$ cat config.mk
export PLATFORM = sky130hd
export DESIGN_NAME = alu_writeback
export DESIGN_NICKNAME = d
export VERILOG_FILES = /design/src/rtl/alu_pkg.sv /design/src/rtl/reg_file_16x16.sv /design/src/rtl/alu_writeback.sv
export SDC_FILE = /design/constraint.sdc
export NUM_CORES = 1
export LEC_CHECK = 0
export CORE_ASPECT_RATIO = 0.7
export CORE_MARGIN = 1
export CORE_UTILIZATION = 50
export DETAILED_ROUTE_END_ITERATION = 6
export GPL_ROUTABILITY_DRIVEN = 0
export PLACE_DENSITY = 0.68
export SLEW_MARGIN = 25
export SYNTH_ARGS = -nofsm -noshare
export SYNTH_HDL_FRONTEND = slang
export SYNTH_SLANG_ARGS = --single-unit
$ cat constraint.sdc
create_clock -name clk -period 3.5 [get_ports clk]
set_input_delay 0.7 -clock clk [delete_from_list [all_inputs] [get_ports clk]]
set_output_delay 0.7 -clock clk [all_outputs]
set_load 0.03 [all_outputs]
$ cat src/rtl/alu_pkg.sv
// Shared opcode, flag-index and PSR-mask definitions for the ALU writeback stage.
package alu_pkg;

    localparam int DEF_DATA_W = 16;
    localparam int DEF_FLAG_W = 5;
    localparam int DEF_ADDR_W = 4;

    localparam int FLG_Z = 4;
    localparam int FLG_C = 3;
    localparam int FLG_F = 2;
    localparam int FLG_N = 1;
    localparam int FLG_L = 0;

    typedef enum logic [1:0] {
        ADDU = 2'b00,
        ADD  = 2'b01,
        SUB  = 2'b10,
        CMP  = 2'b11
    } alu_op_e;

    // Which PSR bits an opcode is allowed to overwrite on commit.
    function automatic logic [DEF_FLAG_W-1:0] psr_mask(input alu_op_e op);
        logic [DEF_FLAG_W-1:0] m;
        m = '0;
        case (op)
            ADDU: begin
                m[FLG_Z] = 1'b1;
                m[FLG_C] = 1'b1;
            end
            ADD, SUB: begin
                m[FLG_Z] = 1'b1;
                m[FLG_F] = 1'b1;
            end
            CMP: begin
                m[FLG_N] = 1'b1;
                m[FLG_L] = 1'b1;
            end
            default: m = '0;
        endcase
        return m;
    endfunction

endpackage

$ cat src/rtl/reg_file_16x16.sv
// Register file: one synchronous write port, two asynchronous read ports, async clear.
module reg_file_16x16 #(
    parameter int DATA_W  = 16,
    parameter int ADDR_W  = 4,
    parameter int REG_CNT = 16
) (
    input  logic              clk,
    input  logic              rst_n,
    input  logic              i_we,
    input  logic [ADDR_W-1:0] i_waddr,
    input  logic [DATA_W-1:0] i_wdata,
    input  logic [ADDR_W-1:0] i_raddr_a,
    output logic [DATA_W-1:0] o_rdata_a,
    input  logic [ADDR_W-1:0] i_raddr_b,
    output logic [DATA_W-1:0] o_rdata_b
);

    logic [DATA_W-1:0] r_mem [REG_CNT];

    always_ff @(posedge clk or negedge rst_n) begin
        if (!rst_n) begin
            for (int i = 0; i < REG_CNT; i++) begin
                r_mem[i] <= '0;
            end
        end else if (i_we) begin
            r_mem[i_waddr] <= i_wdata;
        end
    end

    assign o_rdata_a = r_mem[i_raddr_a];
    assign o_rdata_b = r_mem[i_raddr_b];

endmodule

$ cat src/rtl/alu_writeback.sv
// ALU writeback stage: one-entry valid/ready holding register, register file commit,
// PSR update and forwarding read ports.
module alu_writeback
    import alu_pkg::*;
#(
    parameter int DATA_W  = DEF_DATA_W,
    parameter int FLAG_W  = DEF_FLAG_W,
    parameter int ADDR_W  = DEF_ADDR_W,
    parameter int REG_CNT = 2 ** ADDR_W
) (
    input  logic              clk,
    input  logic              rst_n,
    input  logic              in_valid,
    output logic              in_ready,
    input  logic [DATA_W-1:0] alu_c,
    input  logic [FLAG_W-1:0] alu_flags,
    input  logic [1:0]        alu_op,
    input  logic [ADDR_W-1:0] dest_addr,
    input  logic              stall,
    input  logic [ADDR_W-1:0] raddr_a,
    output logic [DATA_W-1:0] rdata_a,
    input  logic [ADDR_W-1:0] raddr_b,
    output logic [DATA_W-1:0] rdata_b,
    output logic [FLAG_W-1:0] psr,
    output logic              pend_valid,
    output logic              commit
);

    logic              r_s1_valid;
    logic [DATA_W-1:0] r_s1_c;
    logic [FLAG_W-1:0] r_s1_flags;
    alu_op_e           r_s1_op;
    logic [ADDR_W-1:0] r_s1_dest;
    logic [FLAG_W-1:0] r_psr;

    logic              w_commit;
    logic              w_ready;
    logic              w_rf_we;
    logic              w_fwd_a;
    logic              w_fwd_b;
    logic [FLAG_W-1:0] w_mask;
    logic [DATA_W-1:0] w_rf_a;
    logic [DATA_W-1:0] w_rf_b;

    assign w_commit = r_s1_valid && !stall;
    assign w_ready  = !r_s1_valid || w_commit;
    assign w_rf_we  = w_commit && (r_s1_op != CMP);
    assign w_mask   = psr_mask(r_s1_op);

    // A commit frees the slot in the same cycle, so capture and commit may coincide.
    always_ff @(posedge clk or negedge rst_n) begin
        if (!rst_n) begin
            r_s1_valid <= 1'b0;
            r_s1_c     <= '0;
            r_s1_flags <= '0;
            r_s1_op    <= ADDU;
            r_s1_dest  <= '0;
        end else if (w_ready) begin
            r_s1_valid <= in_valid;
            if (in_valid) begin
                r_s1_c     <= alu_c;
                r_s1_flags <= alu_flags;
                r_s1_op    <= alu_op_e'(alu_op);
                r_s1_dest  <= dest_addr;
            end
        end
    end

    always_ff @(posedge clk or negedge rst_n) begin
        if (!rst_n) begin
            r_psr <= '0;
        end else if (w_commit) begin
            r_psr <= (r_psr & ~w_mask) | (r_s1_flags & w_mask);
        end
    end

    reg_file_16x16 #(
        .DATA_W  (DATA_W),
        .ADDR_W  (ADDR_W),
        .REG_CNT (REG_CNT)
    ) u_rf (
        .clk       (clk),
        .rst_n     (rst_n),
        .i_we      (w_rf_we),
        .i_waddr   (r_s1_dest),
        .i_wdata   (r_s1_c),
        .i_raddr_a (raddr_a),
        .o_rdata_a (w_rf_a),
        .i_raddr_b (raddr_b),
        .o_rdata_b (w_rf_b)
    );

    // The pending entry is the newest value of its destination; CMP never writes one.
    assign w_fwd_a = r_s1_valid && (r_s1_op != CMP) && (r_s1_dest == raddr_a);
    assign w_fwd_b = r_s1_valid && (r_s1_op != CMP) && (r_s1_dest == raddr_b);

    assign rdata_a    = w_fwd_a ? r_s1_c : w_rf_a;
    assign rdata_b    = w_fwd_b ? r_s1_c : w_rf_b;
    assign psr        = r_psr;
    assign pend_valid = r_s1_valid;
    assign commit     = w_commit;
    assign in_ready   = w_ready;

endmodule
# Yosys cells after proc, flatten, opt, wreduce, memory -nomap -nowiden
# Cells that the tools add are included.
# totals
out_inout_bits	40
ff_bits	289
wordCells	67
# op_classes
magnitude_cmp	4
n_eq_ne	6
n_bitwise	7
reduce_logical	13
mux	15
# op_table
cell	count
$bwmux W256	1
$bmux W16 S4	2
$mux W16	7
$demux W16 S4	1
$ge A5 B5 Y1 const B	3
$not A4 Y5	3
$and A5 B5 Y5	2
$eq A4 B4 Y1	2
$logic_and A1 B1 Y1	6
$lt A5 B1 Y1 const B	1
$not A5 Y5	1
$or A5 B5 Y5	1
$eq A2 B2 Y1 const B	2
$mux W1	3
$reduce_or A3 Y1	1
$eq A2 B1 Y1 const B	1
$logic_not A1 Y1	2
$logic_not A2 Y1	1
$mux W2	1
$ne A2 B2 Y1 const B	1
$reduce_and A2 Y1	1
$reduce_or A2 Y1	1
$logic_or A1 B1 Y1	1

# Longest topological paths before layout
# Gate-level depths: netlist (run 1).
# logic_depth
word_depth	6
mapped_depth	7
ltp_nobuf	5

# Hierarchy
# Synthesis (run 1) repeated with hierarchy kept, for this count alone.
# hier_totals
cells_unflattened	978
hier_area_um2	15292.2
# modules_own_cells
module	seq_area_each_um2	area_each_um2	cells_per_inst	n_inst
reg_file_16x16	6406.1	13470.4	849	1
alu_writeback	825.8	1821.7	129	1

# Worst setup path after synthesis (run 1)
# OpenSTA, ideal clock, no wires.
# synth_timing
path_type	input port to output port
start	in raddr_a[0]
end	out rdata_a[10]
t_arrival_ps	2339
path_buffers	1
path_stages	5
t_required_ps	2800
slack_ps	461
path_cell_list	clkbuf_1 mux4_2 mux2i_1 mux2i_1 mux2_2
# synth_via
elab_chain_len	5
# synth_lines
element	line	rtl
from (decl)	alu_writeback.sv:20	input logic [ADDR_W-1:0] raddr_a,
$not A4 Y5 (not written as such)	reg_file_16x16.sv:30	assign o_rdata_a = r_mem[i_raddr_a];
$bmux W16 S4	reg_file_16x16.sv:30	
$mux W16 (not written as such) (2 in a row)	reg_file_16x16.sv:30	
$mux W16 (*)	alu_writeback.sv:97	assign rdata_a = w_fwd_a ? r_s1_c : w_rf_a;
to (decl)	alu_writeback.sv:21	output logic [DATA_W-1:0] rdata_a,
# Every way passes the cells marked *; elsewhere a longest branch is shown, timed or not. The select of a mux whose other input is x is not followed.

# Final worst setup path (run 1)
# layout_timing
start	in raddr_a[0]
end	out rdata_a[6]
# The elaborated chain is that of the path after synthesis.

==> reports/results.txt, run 1 <==
Synthesized area -> 0.0155 mm^2
Final ANT Viol Nets -> 0
Total die area -> 0.0317 mm^2
Sequential-to-total area share from yosys stat -> 46.7%
H-tree Lvls -> 1
CTS Buffer Depth -> 3
Detailed router's first-iteration violation count -> 674
Max_cap viols -> 0
Peak supply drop -> 0.555 mV
CTS tree -> built
# DRC -> 0
Core area -> 0.0302 mm^2
Yosys reg bits -> 289
Clock latency at the later pin of the worst-skew pair -> 570 ps
Reg2reg path depth -> 6
Unrepaired setup endpoints after global routing -> false
Hold buffer count at cts -> 0
Final hold vios -> 0
Slew @ Worst Pin -> 786 ps
Via/cell ratio -> 6.09
Final min period -> 3420 ps
Hold WC Path Type -> primary input to async pin
Cell Count Post-Placement -> 1468
Via count -> 9308
CTS root buf -> clkbuf_16
Clk slew on worst S/H paths -> 60 ps
Yosys cell types -> 30
First-pass GRT wire length -> 62300 um
Main synth FF type -> dfrtp_1
Max Fclk -> 293 MHz
Fin crit share -> 97.7%
Router iterations before antenna repair -> 5
Non-Filler Instances -> 1528
Crit end category -> primary output
Critical Path Fanout Max -> 7
Hpwl dp -> 26000 um
TritonCTS Buffers -> 29
Final setup viols -> 0
Syn avg cell area -> 15.6 um^2
Setup Crit Path Kind -> primary input to primary output
Required @ worst endpoint -> 2800 ps
Grt ovf -> 0
Pwr/cell area -> 769 mW/mm^2
Worst slew margin -> 47.6%
Routed WL per cell -> 26.3 um
Core Rows -> 53
Layout cells sized above 1 -> 56.3%
Status -> finished, final reports clean
Global Route Usage Sum -> 26.9%
Nets -> 1135
IO Pins -> 79
Diode count -> 0
Post-Syn Nets -> 1033
Mapped Cells -> 991
Number of global-route vias before repair -> 9734
Type of origin of the critical path -> primary input
Min Hold Slack -> 167 ps
Die X -> 212 um
Post-synth ARST share -> 100%
Die height -> 149 um
Clock sinks -> 289
Ys Warns -> 0
Leakage -> 8.12 nW
Post-Route WL -> 40200 um
Layout area overhead -> 18.2%
Initial antenna violation count -> 0
Final Max Slew Viols -> 0
Worst Clk Skew -> 21.5 ps
Post-synth EDFFs -> 0
Largest net degree at the start of global routing -> 95
Port Buf Inserts -> 78
WP data arrival -> 2720 ps
Initial core utilization -> 51.2%
## per-stage QoR
stage / setup TNS [ps] / setup slack [ps] / cell area, um^2 / power (mW) / util [%]
3_3_place_gp: 0 / 11.8 / 17100 / 10.3 / 56.6
2_1_floorplan: 0 / 461 / 15500 / 9.01 / -
6_report: 0 / 81.3 / 18300 / 14.1 / 60.5
4_1_cts: 0 / 23.3 / 18200 / 14.1 / 60.3
5_1_grt: 0 / 0.379 / 18300 / 14.8 / 60.5
3_5_place_dp: -4.69 / -3.96 / 17100 / 10.5 / 56.6
## registers in the layout (all words and copies together) (netlist names), named ones only
signal      flops
r_s1_op         2
r_s1_flags      5
pend_valid      1
r_s1_c         16
r_s1_dest       4
u_rf.r_mem    256
## repair_timing
action / CTS / global route
endpoints found under the hold margin: 0 / 0
pin swaps: 0 / 1
resized for setup: 11 / 2
buffers inserted: 0 / 6
cloned: 0 / 0
setup endpoints to repair: 11 / 9
## area by class of cell
cell class | count | area, um^2
clock buffers | 37 | 816
clock inverters | 17 | 319
fillers | 2391 | 11900
inverters | 6 | 22.5
multi-input cells | 598 | 7790
flip-flops and latches | 289 | 7230
well taps | 412 | 515
repair buffers | 169 | 1590
## cell families after synthesis
kind of cell,Yosys count,synth area share (%)
AO/OA/AOI/OAI,7,0.291
XOR/XNOR,6,0.340
adder cells (fa/ha/maj),3,0.243
buffers and inverters,104,2.95
flip-flops,289,46.7
multiplexers,539,47.8
AND/OR/NAND/NOR,43,1.67
## cell usage in the layout, fill, tap and decap left out, drive strengths merged, types with 2 or more instances in the layout
cell,instances
mux2,315
dfrtp,289
mux4,128
buf,119
mux2i,96
clkdlybuf4s50,39
clkbuf,37
nand2,17
dlygate4sd2,10
bufinv,9
nor2,9
inv,7
xnor2,5
o21ai,5
clkinv,5
nand2b,4
nand3,3
ha,3
nor2b,2
or4,2
nor3,2
nor4,2
clkinvlp,2
## power by group
group	internal, mW	total, mW	switching (mW)
logic	2.81	4.57	1.75
clock network	2.31	3.69	1.38
registers	4.71	5.82	1.11
total	9.83	14.1	4.24
## per-layer routing
| layer | GRT usage, % | vias to the layer above | wire length, um |
|---|---|---|---|
| li1 | - | 4005 | - |
| met1 | 40.6 | 5033 | 19100 |
| met2 | 41.5 | 218 | 18500 |
| met3 | 4.00 | 52 | 1890 |
| met4 | 5.86 | 0 | 783 |
| met5 | 0 | - | 0 |
## critical path: stages
cell and delay, ps:
buf_4 170, buf_4 220, buf_4 230, mux4_2 510, mux2i_1 310, mux2i_1 130, mux2_2 280, buf_4 170
## path summary, 6_finish.rpt
kind | endpoint | slack (ps) | from
min in group clk | flop | 500 | r_s1_flags[2]$_DFFE_PN0P_
worst max-delay path | rdata_a[6] | 80 | raddr_a[0]
max in group asynchronous | u_rf.r_mem[212]$_DFFE_PN0P_ | 2490 | rst_n
worst min register to register | flop | 500 | r_s1_flags[2]$_DFFE_PN0P_
worst max register to register | u_rf.r_mem[250]$_DFFE_PN0P_ | 900 | r_s1_op[0]$_DFFE_PN0P_
worst min-delay path | r_s1_flags[3]$_DFFE_PN0P_ | 170 | rst_n
## cells in the mapped netlist (all sizes together) (3+ instances only)
library cell  number  area, um^2
mux2             315        3550
dfrtp            289        7230
mux4             128        2880
mux2i             96         961
buf               54         269
clkbuf            44         165
nand2             17        63.8
nor2               9        63.8
inv                6        22.5
o21ai              5        25.0
xnor2              5        43.8
nand2b             4        25.0
ha                 3        37.5
nand3              3        15.0
(Power assumes the default switching activity.)
==> run 2: changes to the inputs <==
--- a/config.mk
+++ b/config.mk
@@ -8,6 +8,7 @@
 export CORE_ASPECT_RATIO = 0.7
 export CORE_MARGIN = 1
 export CORE_UTILIZATION = 50
+export CTS_CLUSTER_SIZE = 30
 export DETAILED_ROUTE_END_ITERATION = 6
 export GPL_ROUTABILITY_DRIVEN = 0
 export PLACE_DENSITY = 0.68
==> results of run 2 <==
Same layout as run 1: the final DEF is identical, and so are final timing and power.
